===== config.mk =====
export PLATFORM = sky130hd
export DESIGN_NAME = ysyx_23060191_ifu
export DESIGN_NICKNAME = d
export VERILOG_FILES = /design/src/rtl/ysyx_23060191_ifu.sv
export SDC_FILE = /design/constraint.sdc
export NUM_CORES = 1
export LEC_CHECK = 0
export CORE_UTILIZATION = 44
export DETAILED_ROUTE_END_ITERATION = 12
export PLACE_DENSITY = 0.73
export SYNTH_ARGS = -nofsm -noshare
export SYNTH_HDL_FRONTEND = slang
export SYNTH_SLANG_ARGS = --single-unit

===== constraint.sdc =====
create_clock -name clk -period 4.6 [get_ports clk]
set_input_delay 1.15 -clock clk [delete_from_list [all_inputs] [get_ports clk]]
set_output_delay 1.15 -clock clk [all_outputs]
set_load 0.03 [all_outputs]

===== src/rtl/ysyx_23060191_ifu.sv =====
// Instruction fetch unit: PC register feeding a 2-entry {pc, inst} FIFO toward decode.
// Redirects flush the FIFO; out_* are driven only from registered FIFO state.
module ysyx_23060191_ifu #(
  parameter int                   CPU_WIDTH = 32,
  parameter logic [CPU_WIDTH-1:0] RESET_PC  = 32'h8000_0000
) (
  input  logic                 clk,
  input  logic                 rst,
  output logic [CPU_WIDTH-1:0] imem_addr,
  input  logic [CPU_WIDTH-1:0] imem_data,
  input  logic                 redirect_valid,
  input  logic [CPU_WIDTH-1:0] redirect_pc,
  output logic                 out_valid,
  input  logic                 out_ready,
  output logic [CPU_WIDTH-1:0] out_pc,
  output logic [CPU_WIDTH-1:0] out_inst
);

  logic [CPU_WIDTH-1:0] r_pc;
  logic [CPU_WIDTH-1:0] r_fifoPc   [2];
  logic [CPU_WIDTH-1:0] r_fifoInst [2];
  logic                 r_rdPtr;
  logic                 r_wrPtr;
  logic [1:0]           r_count;

  logic                 w_deq;
  logic                 w_enq;

  assign imem_addr = r_pc;
  assign out_valid = (r_count != 2'd0);
  assign out_pc    = r_fifoPc[r_rdPtr];
  assign out_inst  = r_fifoInst[r_rdPtr];

  assign w_deq = out_valid && out_ready;
  assign w_enq = !redirect_valid && ((r_count < 2'd2) || w_deq);

  // Control state; reset wins over redirect, and a redirect discards the head even if accepted.
  always_ff @(posedge clk) begin
    if (rst) begin
      r_pc    <= RESET_PC;
      r_count <= 2'd0;
      r_rdPtr <= 1'b0;
      r_wrPtr <= 1'b0;
    end else if (redirect_valid) begin
      r_pc    <= {redirect_pc[CPU_WIDTH-1:2], 2'b00};
      r_count <= 2'd0;
      r_rdPtr <= 1'b0;
      r_wrPtr <= 1'b0;
    end else begin
      if (w_enq) begin
        r_pc    <= r_pc + CPU_WIDTH'(4);
        r_wrPtr <= ~r_wrPtr;
      end
      if (w_deq) begin
        r_rdPtr <= ~r_rdPtr;
      end
      case ({w_enq, w_deq})
        2'b10:   r_count <= r_count + 2'd1;
        2'b01:   r_count <= r_count - 2'd1;
        default: r_count <= r_count;
      endcase
    end
  end

  // Payload is never reset; entries are only visible through a valid count.
  always_ff @(posedge clk) begin
    if (w_enq) begin
      r_fifoPc[r_wrPtr]   <= r_pc;
      r_fifoInst[r_wrPtr] <= imem_data;
    end
  end

endmodule


==> run_results.csv <==
group,metric,value,unit
timing,worst_slew_pin_slew,0.936,ns
critical_path,path_max_fanout,47,
grt,grt_first_pass_wirelength,22.2,mm
run_status,outcome,"complete, no violations",
yosys,synthSimpleGateAreaFrac,10.7,%
layout,diodes,0,
yosys,synth_area_leaders,"edfxtp_1 57%, dfxtp_1 11%, mux2_2 11%",
timing,fin_tns_setup,0,ns
timing,finClkSkew,0.00386,ns
place,place_congestion,0.776,
timing,holdWs,0.518,ns
clock_network,cts_setup_buffers,0,
yosys,netlist_area,6570,um2
layout,drive_above_1_share,16.3,%
layout,syn2layout_area_growth,35.5,%
power,cellPowerDensity,389,nW/um2
grt,antenna_found_initial,1,
timing,finalCriticalPeriod,3.56,ns
layout,mostFrequentLayoutCells,"158 x clkdlybuf4s50_1, 124 x edfxtp_1, 62 x mux2_2, 34 x dfxtp_1, 28 x nor2_1",
yosys,synthArstFlopShare,0,%
timing,setup_viol,0,
die,die_y,124,um
yosys,synth_top_cell_area_share,56.7,%
yosys,yosys_warnings,0,
timing,rsz0062_at_grt,"false",
route,num_vias,4503,
clock_network,holdBufCountCts,0,
timing,hold_viol_final,0,
clock_network,cts-htree-levels,4,
place,dpl.cell_count,784,
clock_network,cts_root_buffer,"clkbuf_16",
route,avgViaCountPerCell,5.52,
yosys,post_synth_num_cell_types,45,
yosys,synth_top_family_by_area,"simple AND/OR/NAND/NOR gates",
timing,drv_slew,0,
yosys,synth_compound_area_share,6.97,%
layout,nets,689,
die,ioPinCount,165,
critical_path,setup.worst_path.class,"reg -> out",
clock_network,clkSinkCount,159,
route,remaining_drc_errors,0,
yosys,synth_xor_area_share,1.47,%
power,vdd_drop_max,0.000259,V
timing,slew_headroom,37.5,%
layout,fin_cells,816,
timing,timing.final.crit_share,77.5,%
route,drt_first_pass_iters,5,
yosys,synth_cells,462,
route,routed_wl,14.9,mm
power,power_leakage,2.95,nW
layout,post-route-util,61.2,%
grt,grt_pass1_vias,4361,
run,drv_cap,0,
clock_network,insertion_delay,0.42,ns
yosys,ys_seq_area_share,67.4,%
grt,grt_max_degree,49,
yosys,synth_mux_area_share,10.6,%
yosys,synth_top_flop_cell,"edfxtp_1",
critical_path,worstPathRequired,3.45,ns
clock_network,cts_made_buffers,17,
place,dp_hpwl,9.88,mm
yosys,synth_edf_count,124,
critical_path,arrival,2.41,ns
place,io_buffer_count,158,
grt,grt_usage,19.5,%
yosys,syn_avg_cell_area,14.2,um2
power,p_total,3.46,mW
die,die_w,124,um
die,rows,44,
yosys,synth-adder-area-share,0.381,%
die,start_util,45.2,%
worst_hold_path,hold_class,"reg -> reg",
yosys,synth-seq-cells,159,
clock_network,clk_pin_slew,0.06,ns
grt,gr-total-overflow,0,
clock_network,cts_tree,"done",
critical_path,startpoint_type,"flip-flop",
route,first_iter_violations,306,
route,ant_nets,0,
layout,final_common_cell,"clkdlybuf4s50_1",
clock_network,cts_buffer_depth,2,
clock_network,cts-resized-gates,0,
critical_path,cp-end-kind,"primary output",
die,coreArea,14500,um2
route,routedWlPerCell,18.2,um
die,die_area,15400,um2
yosys,synth_area_leader_cell,"edfxtp_1",
timing,fmax,281,MHz
[synth_stat cells, drive strengths merged, types with 5 or more instances]
master and number:
nand4 11, a31oi 6, mux2 62, nand2 18, dfxtp 35, and2 7, o211ai 6, xnor2 6
or3 6, a311oi 14, or4 13, buf 5, inv 8, edfxtp 124, xor2 5, o31ai 10
nand3 18, nor2 29, clkbuf 24, a211oi 6, o21ai 8
[worst max-delay path, stage by stage (launching register included)]
cell             delay, ns
dfxtp_2               0.64
buf_12                0.32
mux2_2                0.38
clkdlybuf4s50_1       0.61
[metrics by stage]
| stage | setup slack (ns) | area, um2 |
|---|---|---|
| after floorplan | 0.697 | 6580 |
| after global placement | 1.07 | 8340 |
| after detailed placement | 1.08 | 8340 |
| after CTS | 1.00 | 8900 |
| after global routing | 0.957 | 8900 |
| final | 1.04 | 8900 |
[power by group]
group / internal [mW] / total [mW] / leakage, nW / switching (mW)
Sequential: 1.64 / 1.69 / 1.47 / 0.0563
Combinational: 0.212 / 0.460 / 1.22 / 0.248
Clock: 0.766 / 1.31 / 0.252 / 0.545
Total: 2.61 / 3.46 / 2.95 / 0.850
[final timing paths]
path / from / to / slack (ns) / cells after the start
setup / recovery: flip-flop / out_pc[21] / 1.04 / 3
hold / removal: r_rdPtr / r_rdPtr / 0.52 / 2
setup reg to reg: imem_addr[4] / imem_addr[23] / 2.16 / 4
hold reg to reg: r_rdPtr / r_rdPtr / 0.52 / 2
[routing by layer]
| layer | global-route usage, % | up-vias | part of all wire (%) |
|---|---|---|---|
| met5 | 0 | - | 0.067 |
| met2 | 31.8 | 177 | 48 |
| met4 | 8.63 | 2 | 1.8 |
| li1 | - | 2112 | - |
| met1 | 24.4 | 2191 | 43 |
| met3 | 4.67 | 21 | 6.4 |
[state kept, by name, indices dropped and copies added (netlist names), named ones only]
| name | cells |
|---|---|
| r_count | 2 |
| r_fifoInst | 64 |
| r_wrPtr | 1 |
| r_rdPtr | 1 |
| r_fifoPc | 60 |
| imem_addr | 30 |
[layout make-up]
| type | instances | area [um2] |
|---|---|---|
| Clock buffer | 21 | 460 |
| Clock inverter | 11 | 92.6 |
| Fill cell | 1130 | 5640 |
| Inverter | 9 | 33.8 |
| Multi-Input combinational cell | 268 | 2000 |
| Sequential cell | 159 | 4430 |
| Tap cell | 184 | 230 |
| Timing Repair Buffer | 164 | 1650 |
[cell families after synthesis]
logic type / after synthesis
flip-flops: 159
AND/OR/NAND/NOR: 127
AO/OA/AOI/OAI: 62
multiplexers: 62
buffers and inverters: 38
XOR/XNOR: 11
adder cells (fa/ha/maj): 2
other: 1
Note: power is estimated with default switching activity, not from simulation.
